[config.mk]
export PLATFORM = sky130hd
export DESIGN_NAME = clint_arbiter
export DESIGN_NICKNAME = d
export VERILOG_FILES = /design/src/rtl/clint_arbiter.sv
export SDC_FILE = /design/constraint.sdc
export NUM_CORES = 1
export LEC_CHECK = 0
export CORE_MARGIN = 4
export CORE_UTILIZATION = 40
export DETAILED_ROUTE_END_ITERATION = 10
export DONT_BUFFER_PORTS = 1
export SYNTH_ARGS = -nofsm -noshare
export SYNTH_HDL_FRONTEND = slang
export SYNTH_SLANG_ARGS = --single-unit
export TNS_END_PERCENT = 10
[constraint.sdc]
create_clock -name clock -period 1.5 [get_ports clock]
set_clock_uncertainty 0.1 [all_clocks]
set_input_delay 0.45 -clock clock [delete_from_list [all_inputs] [get_ports clock]]
set_output_delay 0.45 -clock clock [all_outputs]
set_load 0.05 [all_outputs]
[src/rtl/clint_arbiter.sv]
// Round-robin arbiter sharing the CLINT register port between imem and dmem requesters.
// Optional response timeout enabled by defining CLINT_ARB_TIMEOUT_EN.
module clint_arbiter #(
    parameter int TIMEOUT = 16
) (
    input  logic        clock,
    input  logic        reset,
    input  logic        imem_valid,
    input  logic [31:0] imem_addr,
    input  logic [31:0] imem_wdata,
    input  logic [3:0]  imem_wstrb,
    output logic [31:0] imem_rdata,
    output logic        imem_ready,
    input  logic        dmem_valid,
    input  logic [31:0] dmem_addr,
    input  logic [31:0] dmem_wdata,
    input  logic [3:0]  dmem_wstrb,
    output logic [31:0] dmem_rdata,
    output logic        dmem_ready,
    output logic        clint_valid,
    output logic        clint_instr,
    output logic [31:0] clint_addr,
    output logic [31:0] clint_wdata,
    output logic [3:0]  clint_wstrb,
    input  logic [31:0] clint_rdata,
    input  logic        clint_ready,
    output logic        arb_error
);

    typedef enum logic {IDLE = 1'b0, WAIT = 1'b1} state_t;

    state_t      state, state_nxt;
    logic        imem_pend, dmem_pend;
    logic [31:0] imem_slot_addr, imem_slot_wdata, dmem_slot_addr, dmem_slot_wdata;
    logic [3:0]  imem_slot_wstrb, dmem_slot_wstrb;
    logic        last_dmem, owner_dmem;
    logic        grant, grant_dmem, complete, expire;
    logic        imem_capture, dmem_capture;

    logic        clint_valid_nxt, clint_instr_nxt;
    logic [31:0] clint_addr_nxt, clint_wdata_nxt;
    logic [3:0]  clint_wstrb_nxt;
    logic        imem_ready_nxt, dmem_ready_nxt, arb_error_nxt;
    logic [31:0] imem_rdata_nxt, dmem_rdata_nxt;

    if (TIMEOUT < 2 || TIMEOUT > 255) begin : g_bad_timeout
        $error("clint_arbiter: TIMEOUT must be in 2..255");
    end

    always_comb begin
        grant        = (state == IDLE) && (imem_pend || dmem_pend);
        grant_dmem   = dmem_pend && (!imem_pend || !last_dmem);
        complete     = (state == WAIT) && clint_ready;
        // A port whose request is outstanding cannot queue a second one.
        imem_capture = imem_valid && !imem_pend && !((state == WAIT) && !owner_dmem);
        dmem_capture = dmem_valid && !dmem_pend && !((state == WAIT) && owner_dmem);
    end

`ifdef CLINT_ARB_TIMEOUT_EN
    localparam logic [7:0] TMO_LAST = 8'(TIMEOUT - 1);
    logic [7:0] tmo_cnt;

    always_ff @(posedge clock) begin
        if (!reset) begin
            tmo_cnt <= '0;
        end else if (grant) begin
            tmo_cnt <= '0;
        end else if ((state == WAIT) && !clint_ready) begin
            tmo_cnt <= tmo_cnt + 8'd1;
        end
    end

    assign expire = (state == WAIT) && !clint_ready && (tmo_cnt == TMO_LAST);
`else
    assign expire = 1'b0;
`endif

    always_ff @(posedge clock) begin
        if (!reset) state <= IDLE;
        else        state <= state_nxt;
    end

    always_comb begin
        state_nxt = state;
        case (state)
            IDLE:    if (grant) state_nxt = WAIT;
            WAIT:    if (complete || expire) state_nxt = IDLE;
            default: state_nxt = IDLE;
        endcase
    end

    always_comb begin
        clint_valid_nxt = grant;
        clint_instr_nxt = clint_instr;
        clint_addr_nxt  = clint_addr;
        clint_wdata_nxt = clint_wdata;
        clint_wstrb_nxt = clint_wstrb;
        if (grant) begin
            clint_instr_nxt = !grant_dmem;
            clint_addr_nxt  = grant_dmem ? dmem_slot_addr  : imem_slot_addr;
            clint_wdata_nxt = grant_dmem ? dmem_slot_wdata : imem_slot_wdata;
            clint_wstrb_nxt = grant_dmem ? dmem_slot_wstrb : imem_slot_wstrb;
        end
        imem_ready_nxt = (complete || expire) && !owner_dmem;
        dmem_ready_nxt = (complete || expire) && owner_dmem;
        imem_rdata_nxt = (complete && !owner_dmem) ? clint_rdata : 32'd0;
        dmem_rdata_nxt = (complete && owner_dmem) ? clint_rdata : 32'd0;
        arb_error_nxt  = expire;
    end

    always_ff @(posedge clock) begin
        if (!reset) begin
            clint_valid <= 1'b0;
            clint_instr <= 1'b0;
            clint_addr  <= '0;
            clint_wdata <= '0;
            clint_wstrb <= '0;
            imem_ready  <= 1'b0;
            dmem_ready  <= 1'b0;
            imem_rdata  <= '0;
            dmem_rdata  <= '0;
            arb_error   <= 1'b0;
        end else begin
            clint_valid <= clint_valid_nxt;
            clint_instr <= clint_instr_nxt;
            clint_addr  <= clint_addr_nxt;
            clint_wdata <= clint_wdata_nxt;
            clint_wstrb <= clint_wstrb_nxt;
            imem_ready  <= imem_ready_nxt;
            dmem_ready  <= dmem_ready_nxt;
            imem_rdata  <= imem_rdata_nxt;
            dmem_rdata  <= dmem_rdata_nxt;
            arb_error   <= arb_error_nxt;
        end
    end

    // last_dmem resets to 1 so imem wins the first tie.
    always_ff @(posedge clock) begin
        if (!reset) begin
            imem_pend       <= 1'b0;
            dmem_pend       <= 1'b0;
            last_dmem       <= 1'b1;
            owner_dmem      <= 1'b0;
            imem_slot_addr  <= '0;
            imem_slot_wdata <= '0;
            imem_slot_wstrb <= '0;
            dmem_slot_addr  <= '0;
            dmem_slot_wdata <= '0;
            dmem_slot_wstrb <= '0;
        end else begin
            if (grant) begin
                last_dmem  <= grant_dmem;
                owner_dmem <= grant_dmem;
                if (grant_dmem) dmem_pend <= 1'b0;
                else            imem_pend <= 1'b0;
            end
            if (imem_capture) begin
                imem_pend       <= 1'b1;
                imem_slot_addr  <= imem_addr;
                imem_slot_wdata <= imem_wdata;
                imem_slot_wstrb <= imem_wstrb;
            end
            if (dmem_capture) begin
                dmem_pend       <= 1'b1;
                dmem_slot_addr  <= dmem_addr;
                dmem_slot_wdata <= dmem_wdata;
                dmem_slot_wstrb <= dmem_wstrb;
            end
        end
    end

endmodule
Word level (Yosys, flattened, before mapping)
Index checks and enable logic that the tools add are counted.
Storage, ports and cells
  bits in latches: 0
  memory bits (writable): 0
  bits in read-only memories: 0
  word-level logic and storage cells: 61
  memories: 0
  output and inout port bits: 137
  bits in registers: 277
Operators by class
  reductions and logical operators: 27
  add/subtract/negate cells: 0
  shifts and indexed selects: 0
  $mul: 0
  bitwise operators: 1
  div/mod/pow operators: 0
  magnitude comparators: 0
  multiplexer cells: 12
  equal/unequal tests: 1
Operators by type and width (number)
  32-bit two-way mux: 2
  1-bit logical AND: 11
  1-bit two-way mux: 8
  2-bit AND reduction: 4
  1-bit zero test: 7
  2-bit nonzero test: 3
  4-bit two-way mux: 1
  1-bit logical OR: 2
  2-bit by 1-bit != test with 1-bit output (second input constant): 1
  1-bit one-hot mux with 2 select lines: 1
  1-bit inverter: 1

Longest topological paths before layout
Gate-level depths: netlist (run 1).
  depth in word-level cells: 6
  gate-level depth with buffers: 7
  depth with buffers taken out: 3

Worst setup path before layout (run 1)
OpenSTA, ideal clock, no wires.
  path kind: register -> register
  from: reg imem_pend
  to: reg clint_addr[10]
  stages on the path, launching flop included: 7
  clock period less this slack: 1.574 ns
  slack: -0.074 ns
  arrival time: 1.354 ns
  required time: 1.280 ns
  cells stage by stage: dfxtp_1 -> buf_4 -> nor2b_1 -> buf_6 -> buf_6 -> a31o_1 -> o31a_1
Between the ends
  longest elaborated chain between the ends: 4
RTL lines
  from (decl): RTL line 33  | logic imem_pend, dmem_pend;
  from (signal assigned): RTL line 140  | imem_pend <= 1'b0;
  from (signal assigned): RTL line 155  | else imem_pend <= 1'b0;
  from (signal assigned): RTL line 158  | imem_pend <= 1'b1;
  1-bit zero test: RTL line 52  | grant_dmem = dmem_pend && (!imem_pend || !last_dmem);
  1-bit logical OR: RTL line 52
  1-bit logical AND: RTL line 52
  32-bit two-way mux: RTL line 100  | clint_addr_nxt = grant_dmem ? dmem_slot_addr : imem_slot_addr;
  to (signal assigned): RTL line 126  | clint_addr <= clint_addr_nxt;
  to (decl): RTL line 22  | output logic [31:0] clint_addr,
Parallel ways exist; a longest one is shown, timed or not.
A chain may end at the register's enable or synchronous reset.

Worst setup path in the final report (run 1)
  from: reg clint_addr[15]
  to: out clint_addr[15]
No word-level cell between the ends.

==> impl_metrics.csv, run 1 <==
group,metric,value,unit
run_status,status,"finished, violations left",
run_status,violations,"negative hold slack, negative setup slack",
clocking,htree_num_levels,1,
synth,yosys.cell_count.top_type,"dfxtp_1",
worst_setup_path,start_kind,"flip-flop",
power_and_ir_drop,p_leak,6.32,nW
synth,synth_compound_area_share,31.5,%
synth,synth-simple-area-share,16.4,%
synth,synth_mux_area_share,0,%
sta,hold_viol,71,
synth,synthTopCellsByArea,"dfxtp_1 46%, a21oi_1 5.8%, o2111ai_1 4.9%",
worst_setup_path,path_class,"reg2out",
floorplanning,die_x,182,um
job,maxCapViolCount,0,
clocking,clkTransAtPathRegs,70,ps
synth,synth_edf_count,0,
drt,route.detailed.drc,0,
global_routing,antenna_found_initial,6,
drt,dr.pass1.iters,5,
layout,final_net_count,1586,
drt,totalWireLength,40400,um
placement,placed_cells,1663,
hold_path,hold_path.class,"in2reg",
layout,fill_cells,2543,
sta,rsz0062_at_grt,"yes",
clocking,cts_hold_buf,96,
drt,vias_per_cell,6.08,
worst_setup_path,critPathMaxStageDelay,370,ps
sta,worst_slack,-114,ps
sta,fin_hold_ws,-104,ps
drt,drt-initial-drc-count,821,
placement,portBuffers,0,
global_routing,track_usage,23.3,%
global_routing,grt_pass1_wl,63700,um
synth,synth_fa_ha_area_share,0,%
synth,synth_ff_type,"dfxtp_1",
drt,vias,11100,
sta,post-route-min-period,1610,ps
synth,synth_commonest_cells,"277 x dfxtp_1, 141 x a21oi_1, 113 x clkbuf_1",
worst_setup_path,critical_path_buf_inv_count,1,
layout,area_growth,38.7,%
layout,drive_above_1_share,27.7,%
worst_setup_path,cp_top_family,"flip-flops",
power_and_ir_drop,p_per_area,1160,nW/um^2
sta,worst_pin_slew,629,ps
layout,finalInstanceArea,16700,sq um
floorplanning,rows,63,
sta,max_slew_margin,57.9,%
drt,ant_nets,0,
synth,yosys_warnings,0,
synth,async_reset_ff_share,0,%
clocking,cts_sinks,277,
layout,fin_util,56.3,%
synth,ys_types,32,
sta,max_freq,0.619,GHz
floorplanning,ioPinCount,310,
clocking,cts_root_buffer,"clkbuf_16",
floorplanning,dieArea,33000,sq um
synth,synth_largest_type_area_fraction,45.9,%
placement,postPlaceCellArea,13500,sq um
worst_setup_path,end_kind,"output pin",
clocking,clk_latency,550,ps
clocking,cts_buffers,30,
worst_setup_path,arrival,1060,ps
drt,routedWlPerCell,22.1,um
floorplanning,die_y,182,um
synth,synth_top_family_by_area,"compound AO/OA/AOI/OAI gates",
worst_setup_path,critical_path_required,950,ps
worst_setup_path,cp_cell_sequence,"buf_8",
synth,postSynthCellCount,1279,
synth,synth_top_cell_by_area,"dfxtp_1",
clocking,cts_buffer_depth,3,
placement,gp_congestion,0.797,
worst_setup_path,crit_fanout,3,
global_routing,first_global_vias,11200,
clocking,cts_tree,"built",
synth,synthesis.nets,1452,
floorplanning,initial_core_util,40.6,%
global_routing,grt_max_degree,74,
sta,period_share,108,%
placement,hpwl,24300,um
sta,drv_slew,0,
global_routing,overflow,0,
synth,ys_ff_latch,277,
layout,final_cells,1826,
synth,yosysSeqAreaShare,45.9,%
floorplanning,core_region_area,29700,sq um
synth,avgSynthCellArea,9.44,sq um
power_and_ir_drop,vdd_drop_max,0.890,mV
synth,syn_area,12100,sq um
worst_setup_path,slowest_stage,"dfxtp_4",
sta,setup_viol,187,
synth,synthXorXnorAreaFrac,0,%
[flip-flops by register name, summed over array words and instances (netlist names), 4 cells and up]
register / flops
imem_slot_addr: 32
dmem_slot_wdata: 32
dmem_rdata: 32
dmem_slot_addr: 32
clint_wdata: 32
clint_addr: 32
dmem_slot_wstrb: 4
imem_rdata: 32
imem_slot_wdata: 32
clint_wstrb: 4
imem_slot_wstrb: 4
[timing repair]
action	CTS	global route
setup endpoints to repair	170	263
hold endpoints to repair	194	71
pin swaps	0	7
gates resized for setup	378	46
buffers inserted	4	8
[per-stage QoR]
step | TNS, ps | total power [mW] | worst slack, ps
after floorplan | -391 | 10.4 | -11.6
after global placement | -6.40 | 11.4 | -6.40
after detailed placement | -60.0 | 11.5 | -51.0
after CTS | -13640 | 19.5 | -141
after global routing | -18810 | 20.2 | -156
final | -10450 | 19.5 | -114
[final timing paths]
kind,startpoint,to,slack [ps],depth (start not counted)
max,clint_addr[15]$_SDFFE_PN0P_,clint_addr[15],-110,1
min reg2reg,dmem_slot_wdata[16]$_SDFFE_PN0P_,dmem_slot_wdata[16]$_SDFFE_PN0P_,370,2
max reg2reg,state$_SDFF_PN0_,imem_slot_wdata[2]$_SDFFE_PN0P_,-60,5
min,reset,last_dmem$_SDFFE_PN1P_,-100,1
[cell type report]
type / instances / area (sq um) / area share [%]
flip-flops and latches: 277 / 5870 / 35.1
well taps: 390 / 488 / 2.91
multi-input cells: 834 / 5920 / 35.4
repair buffers: 266 / 3420 / 20.4
clock inverters: 8 / 116 / 0.695
inverters: 4 / 22.5 / 0.135
clock buffers: 43 / 891 / 5.32
diodes: 4 / 10.0 / 0.0598
[layer usage]
metal / wire length [um] / up-vias / share of wire, % / global-route usage, %
met1: 16800 / 5505 / 42 / 30.5
met4: 965 / 6 / 2.4 / 5.64
li1: - / 5131 / - / -
met5: 39 / - / 0.096 / 0
met3: 2580 / 67 / 6.4 / 4.79
met2: 20000 / 387 / 49 / 39.6
[where the power goes]
group | switching, mW | internal, mW | total [mW]
Sequential | 0.391 | 7.75 | 8.14
Clock | 2.98 | 4.59 | 7.57
Combinational | 2.15 | 1.59 | 3.74
[cell usage in the layout (no fill, tap or decap), types with 35 or more instances in the layout]
master | netlist | routed
buf_8 | 0 | 96
or3b_1 | 68 | 61
a21oi_1 | 141 | 120
and3_1 | 65 | 65
dlygate4sd3_1 | 0 | 95
dfxtp_1 | 277 | 136
a22o_1 | 65 | 65
o21ai_1 | 51 | 52
buf_12 | 0 | 35
o2111ai_1 | 68 | 68
nor3b_1 | 65 | 65
o21ai_0 | 88 | 87
dfxtp_4 | 0 | 61
dfxtp_2 | 0 | 80
o31a_1 | 65 | 65
a31o_1 | 65 | 65
and2_1 | 66 | 65
[cell families (layout without fill, tap and decap cells)]
| family | after synthesis | after routing |
|---|---|---|
| and+or+nand+nor | 279 | 279 |
| DFF | 277 | 277 |
| buffers and inverters | 168 | 321 |
| AOI/OAI and AO/OA | 554 | 554 |
| other | 1 | 5 |
(Power assumes the default switching activity.)
==> run 2, diff against run 1 <==
- MAX_ROUTING_LAYER: unset -> met4
==> run 2 against run 1 <==
- the run still ends with negative hold slack, negative setup slack left
- critical path depth unchanged
- final area about the same
- wire length down 0.26%
- non-clock buffer count down 1
- critical path type unchanged
- critical endpoint is now clint_wdata[13]
==> impl_metrics.csv, run 2 (synthesized netlist as in run 1, its figures left out) <==
group,metric,value,unit
clocking,cts_root_buffer,"clkbuf_16",
power_and_ir_drop,finalPower,19.5,mW
layout,area_growth,38.7,%
worst_setup_path,rr_startpoint,"state$_SDFF_PN0_",
placement,gp_congestion,0.808,
placement,hpwl,24300,um
worst_setup_path,start_kind,"flip-flop",
clocking,cts_hold_buf,96,
clocking,htree_num_levels,1,
clocking,clk_latency,550,ps
global_routing,first_global_vias,11200,
sta,period_share,108,%
floorplanning,initial_core_util,40.6,%
power_and_ir_drop,p_leak,6.31,nW
worst_setup_path,path_class,"reg2out",
floorplanning,die_y,182,um
floorplanning,ioPinCount,310,
job,maxCapViolCount,0,
power_and_ir_drop,p_per_area,1160,nW/um^2
placement,portBuffers,0,
drt,totalWireLength,40300,um
worst_setup_path,r2r_end,"imem_slot_wdata[2]$_SDFFE_PN0P_",
sta,worst_pin_slew,610,ps
clocking,clkTransAtPathRegs,70,ps
worst_setup_path,cp_cell_sequence,"buf_8",
sta,fin_hold_ws,-99.3,ps
layout,fill_cells,2544,
layout,final_cells,1829,
floorplanning,die_x,182,um
global_routing,overflow,0,
placement,postPlaceCellArea,13500,sq um
placement,preCtsSetupSlack,-51.0,ps
clocking,cts_tree,"built",
hold_path,hold_path_startpoint,"reset",
clocking,cts_buffers,30,
worst_setup_path,end_kind,"output pin",
clocking,cts_sinks,277,
placement,placed_cells,1663,
worst_setup_path,arrival,1060,ps
hold_path,hold_end,"last_dmem$_SDFFE_PN1P_",
global_routing,grt_max_degree,74,
sta,rsz0062_at_grt,"yes",
sta,worst_slack,-114,ps
worst_setup_path,critical_path_depth,1,
worst_setup_path,crit_fanout,3,
worst_setup_path,critical_path_required,950,ps
worst_setup_path,regToRegSetupSlack,-70,ps
layout,drive_above_1_share,27.8,%
sta,hold_viol,70,
floorplanning,core_region_area,29700,sq um
run_status,violations,"negative hold slack, negative setup slack",
global_routing,grt_pass1_wl,63700,um
worst_setup_path,slowest_stage,"dfxtp_4",
global_routing,track_usage,24.0,%
sta,setup_viol,183,
drt,ant_nets,0,
hold_path,holdPathStages,1,
run_status,status,"finished, violations left",
floorplanning,rows,63,
drt,routedWlPerCell,22.0,um
sta,max_freq,0.620,GHz
worst_setup_path,cp_top_family,"flip-flops",
drt,vias,11100,
hold_path,hold_path.class,"in2reg",
layout,final_net_count,1585,
drt,drt-initial-drc-count,785,
global_routing,antenna_found_initial,7,
sta,post-route-min-period,1610,ps
clocking,cts_buffer_depth,3,
sta,max_slew_margin,59.2,%
power_and_ir_drop,vdd_drop_max,0.888,mV
layout,layout_common_cells,"136 x dfxtp_1, 120 x a21oi_1, 96 x buf_8",
layout,final_common_cell,"dfxtp_1",
layout,finalInstanceArea,16800,sq um
drt,dr.pass1.iters,5,
worst_setup_path,reg2reg_depth,5,
drt,route.detailed.drc,0,
drt,vias_per_cell,6.04,
worst_setup_path,critPathMaxStageDelay,370,ps
floorplanning,dieArea,33000,sq um
sta,drv_slew,0,
worst_setup_path,critical_path_buf_inv_count,1,
run 2: layout make-up:
class	count	area [sq um]	area share, %
multi-input combinational	834	5930	35.4
sequential	277	5870	35.1
timing repair buffer	265	3410	20.4
clock buffer	43	891	5.32
tap	390	488	2.91
clock inverter	8	116	0.695
inverter	4	25.0	0.149
antenna	8	20.0	0.119
run 2: how the worst max path moves through the flow:
stage	startpoint	endpoint	slack, ps
floorplan	imem_pend$_SDFFE_PN0P_	clint_addr[10]$_SDFFE_PN0P_	-10
global placement	state$_SDFF_PN0_	imem_slot_wdata[2]$_SDFFE_PN0P_	-6
detailed placement	state$_SDFF_PN0_	imem_slot_wdata[2]$_SDFFE_PN0P_	-50
CTS	clint_addr[15]$_SDFFE_PN0P_	clint_addr[15]	-140
global route	clint_addr[14]$_SDFFE_PN0P_	clint_addr[14]	-160
finish	clint_wdata[13]$_SDFFE_PN0P_	clint_wdata[13]	-110
run 2: what timing repair did:
item                                    4_1_cts  5_1_grt
endpoints found under the hold margin       194       71
pin swaps                                     0        6
endpoints found under the setup margin      170      259
buffers inserted                              4        7
gates resized for setup                     378       48
run 2: where the power goes:
group / switching, mW / leakage, nW / internal (mW)
Clock: 2.98 / 0.501 / 4.59
Combinational: 2.15 / 3.47 / 1.59
Sequential: 0.393 / 2.34 / 7.75
Total: 5.53 / 6.31 / 13.9
run 2: metal layers:
layer	wire [um]	vias up	part of all wire [%]	global-route usage, %
met4	964	0	2.4	5.64
met2	19900	364	49	39.7
li1	-	5137	-	-
met3	2650	60	6.6	4.97
met1	16800	5492	42	30.3
met5	0	-	0	-
run 2: stage by stage:
| stage | util [%] | setup TNS, ps |
|---|---|---|
| detailed placement | 45.4 | -60.0 |
| CTS | 55.6 | -13640 |
| global route | 56.4 | -18810 |
| global placement | 45.4 | -6.40 |
| floorplan | - | -391 |
| finish | 56.4 | -10340 |
